$ cat src/rtl/sram_port_arbiter.sv
// sram_port_arbiter
//
// Shares one single-port synchronous SRAM between the MiniMIPS32 instruction
// fetch port (I) and data port (D). One requester is granted per cycle and the
// 1-cycle SRAM read latency is pipelined through an owner register, so
// back-to-back accesses run at one access per cycle.
//
// Arbitration: D wins a conflict unless I has been denied MAX_WAIT consecutive
// cycles, in which case I is forced through.
//
// Ports:
//   clk, rst           clock, synchronous active-high reset
//   i_req/i_addr       fetch request and address
//   i_gnt              fetch issued to SRAM this cycle
//   i_rvalid/i_rdata   fetch response, one cycle after i_gnt
//   d_req/d_wen/d_addr/d_wdata  data request (d_wen == 0000 is a read)
//   d_gnt              data request issued this cycle
//   d_rvalid/d_rdata   load response, one cycle after a read d_gnt
//   stall_o            some requester is asserting req without a grant
//   mem_en/mem_wen/mem_addr/mem_wdata  SRAM command, driven from the grant
//   mem_rdata          SRAM read data, valid the cycle after mem_en
//
// Optional build macro ARB_PERF_CNT_EN adds perf_conflict / perf_forced
// counters (cycles with both requests; cycles I won by wait override).

module sram_port_arbiter #(
  parameter int ADDR_W   = 32,
  parameter int DATA_W   = 32,
  parameter int MAX_WAIT = 4
) (
  input  logic              clk,
  input  logic              rst,
  input  logic              i_req,
  input  logic [ADDR_W-1:0] i_addr,
  output logic              i_gnt,
  output logic              i_rvalid,
  output logic [DATA_W-1:0] i_rdata,
  input  logic              d_req,
  input  logic [3:0]        d_wen,
  input  logic [ADDR_W-1:0] d_addr,
  input  logic [DATA_W-1:0] d_wdata,
  output logic              d_gnt,
  output logic              d_rvalid,
  output logic [DATA_W-1:0] d_rdata,
  output logic              stall_o,
`ifdef ARB_PERF_CNT_EN
  output logic [31:0]       perf_conflict,
  output logic [31:0]       perf_forced,
`endif
  output logic              mem_en,
  output logic [3:0]        mem_wen,
  output logic [ADDR_W-1:0] mem_addr,
  output logic [DATA_W-1:0] mem_wdata,
  input  logic [DATA_W-1:0] mem_rdata
);

  localparam logic [1:0] OWN_NONE = 2'd0;
  localparam logic [1:0] OWN_I    = 2'd1;
  localparam logic [1:0] OWN_D    = 2'd2;

  localparam logic [3:0] MAX_WAIT_C = 4'(MAX_WAIT);

  logic [1:0]        owner;
  logic              owner_write;
  logic [3:0]        wait_cnt;
  logic              forced;
  logic [DATA_W-1:0] i_hold;
  logic [DATA_W-1:0] d_hold;

  // I is forced only when it has starved long enough and D is competing;
  // without a conflict the lone requester simply wins.
  assign forced = i_req & d_req & (wait_cnt == MAX_WAIT_C);
  assign i_gnt  = ~rst & i_req & (~d_req | forced);
  assign d_gnt  = ~rst & d_req & ~forced;

  // Gated by rst so every output sits at its reset value while reset is held.
  assign stall_o = ~rst & ((i_req & ~i_gnt) | (d_req & ~d_gnt));

  always_comb begin
    mem_en    = 1'b0;
    mem_wen   = 4'b0000;
    mem_addr  = '0;
    mem_wdata = '0;
    if (i_gnt) begin
      mem_en   = 1'b1;
      mem_addr = i_addr;
    end else if (d_gnt) begin
      mem_en    = 1'b1;
      mem_wen   = d_wen;
      mem_addr  = d_addr;
      mem_wdata = d_wdata;
    end
  end

  // Owner of the access now in the SRAM pipeline; clearing it on reset
  // drops any response that was in flight.
  always_ff @(posedge clk) begin
    if (rst) begin
      owner       <= OWN_NONE;
      owner_write <= 1'b0;
    end else if (i_gnt) begin
      owner       <= OWN_I;
      owner_write <= 1'b0;
    end else if (d_gnt) begin
      owner       <= OWN_D;
      owner_write <= (d_wen != 4'b0000);
    end else begin
      owner       <= OWN_NONE;
      owner_write <= 1'b0;
    end
  end

  always_ff @(posedge clk) begin
    if (rst) begin
      wait_cnt <= 4'd0;
    end else if (i_req & ~i_gnt) begin
      if (wait_cnt != MAX_WAIT_C) begin
        wait_cnt <= wait_cnt + 4'd1;
      end
    end else begin
      wait_cnt <= 4'd0;
    end
  end

  assign i_rvalid = ~rst & (owner == OWN_I);
  assign d_rvalid = ~rst & (owner == OWN_D) & ~owner_write;

  // Response data passes straight through while valid and otherwise shows
  // the last delivered word.
  always_ff @(posedge clk) begin
    if (rst) begin
      i_hold <= '0;
      d_hold <= '0;
    end else begin
      if (i_rvalid) i_hold <= mem_rdata;
      if (d_rvalid) d_hold <= mem_rdata;
    end
  end

  assign i_rdata = rst ? '0 : (i_rvalid ? mem_rdata : i_hold);
  assign d_rdata = rst ? '0 : (d_rvalid ? mem_rdata : d_hold);

`ifdef ARB_PERF_CNT_EN
  always_ff @(posedge clk) begin
    if (rst) begin
      perf_conflict <= 32'd0;
      perf_forced   <= 32'd0;
    end else begin
      if (i_req & d_req) perf_conflict <= perf_conflict + 32'd1;
      if (forced)        perf_forced   <= perf_forced + 32'd1;
    end
  end
`endif

endmodule

$ cat config.mk
export PLATFORM = sky130hd
export DESIGN_NAME = sram_port_arbiter
export DESIGN_NICKNAME = d
export VERILOG_FILES = /design/src/rtl/sram_port_arbiter.sv
export SDC_FILE = /design/constraint.sdc
export NUM_CORES = 1
export LEC_CHECK = 0
export BUFFER_PORTS_ARGS = -buffer_cell sky130_fd_sc_hd__buf_2
export CELL_PAD_IN_SITES_DETAIL_PLACEMENT = 0
export CELL_PAD_IN_SITES_GLOBAL_PLACEMENT = 2
export CORE_MARGIN = 8
export CORE_UTILIZATION = 20
export DETAILED_ROUTE_END_ITERATION = 6
export GPL_TIMING_DRIVEN = 1
export PLACE_DENSITY = 0.88
export SLEW_MARGIN = 30
export SYNTH_ARGS = -nofsm -noshare
export SYNTH_HDL_FRONTEND = slang
export SYNTH_SLANG_ARGS = --single-unit
$ cat constraint.sdc
create_clock -name clk -period 2.8 [get_ports clk]
set_input_delay 0.28 -clock clk [delete_from_list [all_inputs] [get_ports clk]]
set_output_delay 0.28 -clock clk [all_outputs]
set_load 0.005 [all_outputs]
# Word level (Yosys, flattened, before mapping)
# Index checks and enable logic that the tools add are counted.
# totals
register_bits	71
input_bits	136
# op_classes
addsub	1
bitwise	21
eq_ne	4
n_reduce_logical	4
n_mux	14
# ops
operator	n
$mux 32	8
$and 1x1->1	12
$mux 4	2
$not 1->1	7
$add 4x1->4 const B	1
$eq 4x3->1 const B	1
$ne 4x3->1 const B	1
$reduce_bool 4->1	1
$reduce_or 2->1	2
$mux 1	3
$reduce_or 3->1	1
$eq 2x1->1 const B	1
$eq 2x2->1 const B	1
$mux 2	1
$or 1x1->1	2

# Logic depth before layout (Yosys ltp)
# Gate-level depths: netlist of run 1.
# depth
depth_word	8
depth_mapped	7
depth_no_buf	5

# Worst setup path after synthesis of run 1
# Ideal clock, no wire load.
# synth_timing
path_kind	flip-flop to output port
from	reg wait_cnt[0]
to	out mem_addr[26]
path_buffers	1
required_time_ns	2.520
path_stages_with_launch	7
arrival_time_ns	1.365
slack_ns	1.155
cell_sequence	dfxtp_1 -> inv_1 -> ha_1 -> nand3b_4 -> a211oi_4 -> buf_6 -> a22o_1
# synth_via
word_cells_on_any_way	8
# synth_lines
element	line	source
start, declared	65	logic [3:0] wait_cnt;
start signal, assigned	118	wait_cnt <= wait_cnt + 4'd1;
$eq 4x3->1	72	assign forced = i_req & d_req & (wait_cnt == MAX_WAIT_C);
$and 1x1->1	72	
$or 1x1->1	73	assign i_gnt = ~rst & i_req & (~d_req | forced);
$and 1x1->1	73	
net i_gnt	35	output logic i_gnt,
$mux 32	84	if (i_gnt) begin
end, declared	52	output logic [ADDR_W-1:0] mem_addr,
# The timed path passes the listed nets, and every way through them passes these cells.

# Worst setup path in the final report of run 1
# layout_timing
from	reg wait_cnt[0]
to	out mem_addr[13]
# layout_via
elab_chain_len	6
word_cells_on_any_way	8
# layout_lines
element	line	source
$eq 4x3->1 (*)	72	
$and 1x1->1 (*)	72	
$not 1->1	74	assign d_gnt = ~rst & d_req & ~forced;
$and 1x1->1	74	
$mux 32	87	end else if (d_gnt) begin
$mux 32 (*)	84	
# Mark *: on every way between the ends. The rest lies on a longest branch, timed or not.

==> results of run 1 <==
==> logic make-up (layout without fill, tap and decap cells) <==
kind of cell               count (synthesis)  count (layout)  synth area share
xor gates and xnor gates                   2               2           0.00559
DFF                                       71              71             0.453
buffers and inverters                     37             300            0.0670
adders and majority gates                  2               2           0.00798
AOI/OAI and AO/OA                        101             101             0.213
and+or+nand+nor                          177             177             0.253
==> area by class of cell <==
cell class / count / area [µm²] / area share
multi-input cells: 282 / 1520 / 0.309
repair buffers: 280 / 1430 / 0.290
well taps: 211 / 264 / 0.0535
flip-flops and latches: 71 / 1420 / 0.288
clock inverters: 3 / 17.5 / 0.00355
inverters: 4 / 15.0 / 0.00304
clock buffers: 13 / 260 / 0.0528
==> power groups by stage <==
stage / registers [mW] / logic [mW] / clock network, mW
2_1_floorplan: 1.08 / 0.159 / 0
3_3_place_gp: 1.08 / 0.378 / 0
3_5_place_dp: 1.08 / 0.383 / 0
4_1_cts: 1.06 / 0.384 / 1.09
5_1_grt: 1.06 / 0.415 / 1.13
6_report: 1.06 / 0.374 / 1.05
==> synthesized netlist by cell type (all sizes together) <==
| library cell | count | area share |
|---|---|---|
| inv | 4 | 0.0048 |
| ha | 2 | 0.0080 |
| and3b | 1 | 0.0028 |
| and2 | 36 | 0.072 |
| dfxtp | 71 | 0.45 |
| a22o | 32 | 0.093 |
| a211oi | 2 | 0.0088 |
| nand3 | 1 | 0.0016 |
| nor2b | 1 | 0.0020 |
| or2 | 1 | 0.0020 |
| and3 | 1 | 0.0024 |
| xnor2 | 1 | 0.0028 |
| nor2 | 4 | 0.0048 |
| buf | 16 | 0.041 |
| nand3b | 1 | 0.0064 |
| o41a | 1 | 0.0036 |
| nor4b | 1 | 0.0028 |
| a21oi | 32 | 0.051 |
| o21ai | 32 | 0.051 |
| xor2 | 1 | 0.0028 |
| nand2 | 129 | 0.15 |
| nand2b | 1 | 0.0020 |
| clkbuf | 17 | 0.021 |
| o211a | 2 | 0.0064 |
==> state kept, by name, indices dropped and copies added, names as in the netlist <==
register and count:
i_hold 32, owner_write 1, d_hold 32, owner 2, wait_cnt 4
==> per-stage QoR <==
stage / cells / instance area (µm²)
3_3_place_gp: 848 / 4650
6_report: 864 / 4930
4_1_cts: 864 / 4930
3_5_place_dp: 848 / 4650
5_1_grt: 864 / 4930
2_1_floorplan: 390 / 3140
==> final timing paths <==
| kind | endpoint | startpoint | depth (start not counted) | slack, ns |
|---|---|---|---|---|
| worst max-delay path | mem_addr[13] | wait_cnt[0] | 7 | 0.55 |
| worst min-delay path | owner_write | d_wen[3] | 2 | 0.19 |
| worst max register to register | i_hold[19] | owner[0] | 4 | 1.29 |
| worst min register to register | i_hold[1] | i_hold[1] | 2 | 0.45 |
==> per-layer routing <==
metal / routed length [µm] / share of wire / track usage / vias to the layer above
met5: 13 / 0.00091 / 0 / -
met4: 410 / 0.029 / 0.0526 / 2
met3: 1430 / 0.10 / 0.0641 / 26
met2: 7100 / 0.50 / 0.250 / 177
met1: 5380 / 0.38 / 0.139 / 1630
li1: - / - / - / 1807
==> worst max-delay path: stages (launching register included) <==
cell and delay (ns):
dfxtp_1 0.33, inv_1 0.06, ha_1 0.18, nand3b_4 0.13, a211oi_4 0.25, buf_4 0.35
a22o_1 0.20, buf_2 0.12
==> cell usage in the layout (no fill, tap or decap), types with 2 or more instances in the layout <==
master	n
inv_1	3
a22o_1	24
nand2_1	129
a22o_2	8
nor2_1	4
o21ai_0	32
dfxtp_1	71
a21oi_1	32
clkbuf_8	2
buf_2	273
and2_1	36
clkbuf_16	9
buf_4	6
ha_1	2
clkinv_2	2
clkbuf_1	2
==> impl_metrics.tcl, run 1 <==
set metrics [dict create \
    start_util 0.206 \
    overflow 0 \
    clock_sinks 71 \
    dieArea_um2 19900 \
    die_h_um 141 \
    worstMarginPinSlew_ns 0.748 \
    outcome "complete, no violations" \
    drive_above_1_share 0.476 \
    avgSynthCellArea_um2 8.04 \
    path_max_fanout 34 \
    clockBufferDepth 2 \
    end_kind "output pin" \
    grt_pass1_wl_um 21600 \
    post_drt_wl_per_cell_um 16.6 \
    totalWireLength_um 14300 \
    cts_tree "done" \
    power_mw 2.48 \
    root_buffer "clkbuf_16" \
    port_buffers 273 \
    htree_levels 3 \
    via_per_inst 4.22 \
    holdWs_ns 0.190 \
    synth_area_um2 3140 \
    fmax_mhz 445 \
    finalSetupViolCount 0 \
    num_vias 3642 \
    fillCellCount 1634 \
    ctsResizeCount 0 \
    path_class "register to output pin" \
    pwr-share-seq 0.427 \
    first_global_vias 3865 \
    cts_inserted_buffers 9 \
    setup_tns_ns 0 \
    clkLatencyLatePin_ns 0.33 \
    startpoint_type "register" \
    synth_nets 528 \
    drt_pass1_iterations 4 \
    area.growth.synth_to_final_pct 57.2 \
    core_um2 15300 \
    rsz0062_at_grt "false" \
    gp_congestion 0.791 \
    netlist_instances 390 \
    holdBufCountCts 0 \
    num_rows 45 \
    dieWidth_um 141 \
    ir_drop_mv 0.248 \
    power.density_nw_per_um2 503 \
    hold_viol 0 \
    antenna_cells 0 \
    num_io_pins 274 \
    dp_worst_setup_slack_ns 0.625 \
    min_period_over_period 0.802 \
    ys_types 29 \
    swShare 0.244 \
    finish.net_count 786 \
    ys_warn_count 0 \
    cts_setup_buffers 0 \
    post-route-min-period_ns 2.25 \
    grt_usage 0.140 \
    ys_seq_area_frac 0.453 \
    leakagePower_nw 2.51 \
    maxCapViolations 0 \
    ys_ff_latch 71 \
    internal-power_mw 1.88 \
    crit_arrival_ns 1.97 \
    antenna_found_initial 1 \
    critPathRequiredTime_ns 2.52 \
    clockPowerShare 0.422 \
    combinationalPowerShare 0.151 \
    grt_max_degree 72 \
    final_core_util 0.323 \
    drc 0 \
    dp_hpwl_um 11900 \
    setup_ws_ns 0.554 \
    hold_class "input port to register" \
    slew_headroom 0.502 \
    clk_pin_slew_ns 0.05 \
    drtIter0Drc 129 \
    finalClockSkew_ns 0.00603 \
    p_sw_mw 0.605 \
    ant_nets 0 \
    drv_slew 0 \
]
Power figures use the tool's default switching activity.
==> run 2, diff against run 1 <==
CORE_UTILIZATION = 18   (was 20)
PLACE_DENSITY = 0.81   (was 0.88)
clock period = 2.1 ns   (was 2.8 ns; I/O delays follow)
==> impl_metrics.tcl, run 2 (same netlist as run 1, synthesis figures left out) <==
set metrics [dict create \
    root_buffer "clkbuf_16" \
    startpoint_type "register" \
    path_max_fanout 5 \
    num_io_pins 274 \
    fillCellCount 1918 \
    cts_inserted_buffers 9 \
    dieArea_um2 21900 \
    drc 0 \
    power_mw 3.48 \
    power.density_nw_per_um2 645 \
    first_global_vias 3721 \
    crit_arrival_ns 1.86 \
    placed_area_um2 4720 \
    seqCellArea_um2 1430 \
    finalSetupViolCount 0 \
    drive_above_1_share 0.504 \
    rsz0062_at_grt "true" \
    start_util 0.183 \
    drt_pass1_iterations 4 \
    top_regs "d_hold x32, i_hold x32, wait_cnt x4" \
    grt_max_degree 40 \
    totalWireLength_um 16500 \
    htree_levels 3 \
    dp_hpwl_um 11800 \
    finalClockSkew_ns 0.0120 \
    gp_congestion 0.765 \
    fmax_mhz 483 \
    end_kind "output pin" \
    ant_nets 0 \
    post_drt_wl_per_cell_um 18.4 \
    grt_usage 0.132 \
    hold_viol 0 \
    ir_drop_mv 0.353 \
    drtIter0Drc 113 \
    hold_class "input port to register" \
    num_vias 3706 \
    drv_slew 0 \
    overflow 0 \
    clock_sinks 71 \
    core_um2 17200 \
    slew_headroom 0.780 \
    finalNonFillerCells 898 \
    mostFrequentLayoutCells "buf_2, nand2_1, dfxtp_1" \
    finish.net_count 805 \
    final_common_cell "buf_2" \
    multi_input_area_um2 1610 \
    area.growth.synth_to_final_pct 72.0 \
    maxCapViolations 0 \
    dp_cells 866 \
    die_h_um 148 \
    stdcell_area_um2 5400 \
    final_core_util 0.314 \
    port_buffers 273 \
    path_class "register to output pin" \
    cts_tree "done" \
    num_rows 48 \
    clk_pin_slew_ns 0.06 \
    holdWs_ns 0.128 \
    dieWidth_um 148 \
    clockBufferDepth 2 \
    leakagePower_nw 2.69 \
    grt_pass1_wl_um 22000 \
    critPathRequiredTime_ns 1.89 \
    clkLatencyLatePin_ns 0.34 \
    min_period_over_period 0.985 \
    outcome "complete, no violations" \
    worstMarginPinSlew_ns 0.329 \
    post-route-min-period_ns 2.07 \
    via_per_inst 4.13 \
    antenna_found_initial 1 \
]
run 2: stage by stage:
step | TNS [ns] | setup slack (ns)
global placement | 0 | 0.313
detailed placement | 0 | 0.311
finish | 0 | 0.0317
floorplan | 0 | 0.525
CTS | -0.0121 | -0.00550
global route | -0.959 | -0.0460
run 2: area by class of cell:
| class | instances | area share |
|---|---|---|
| timing repair buffer | 298 | 0.329 |
| multi-input combinational | 283 | 0.298 |
| sequential | 71 | 0.264 |
| tap | 225 | 0.0522 |
| clock buffer | 12 | 0.0475 |
| clock inverter | 4 | 0.00556 |
| inverter | 4 | 0.00325 |
| antenna | 1 | 0.000464 |
run 2: worst max-delay path, cell delays in order, from the launching register on:
cell and delay (ns):
dfxtp_4 0.36, inv_4 0.06, ha_4 0.13, nand3b_4 0.13
o211a_4 0.35, clkbuf_16 0.18, a22o_2 0.21, buf_6 0.11
run 2: power by group:
group / total, mW / internal [mW] / switching (mW)
logic: 0.599 / 0.309 / 0.291
clock network: 1.47 / 0.867 / 0.602
registers: 1.41 / 1.40 / 0.0149
total: 3.48 / 2.57 / 0.907
run 2: metal layers:
layer | wire length, µm | track usage | vias to the layer above
met5 | 13 | 0 | -
met1 | 6370 | 0.138 | 1664
met2 | 8410 | 0.232 | 173
met3 | 1540 | 0.0593 | 11
met4 | 150 | 0.0382 | 2
li1 | - | - | 1856
run 2: repair_timing:
item                       in CTS  in global routing
gates resized for setup         7                 26
setup buffers                   0                  4
pin swaps                       1                  3
hold buffers                    0                  0
setup endpoints to repair      18                 68
gates cloned                    1                 10
run 2: path summary, 6_finish.rpt:
kind / slack [ns] / cells past startpoint / from / endpoint
max: 0.03 / 7 / wait_cnt[0] / mem_addr[25]
min: 0.13 / 3 / mem_rdata[14] / d_hold[14]
max reg2reg: 0.69 / 6 / wait_cnt[0] / owner_write
min reg2reg: 0.45 / 1 / wait_cnt[0] / wait_cnt[0]
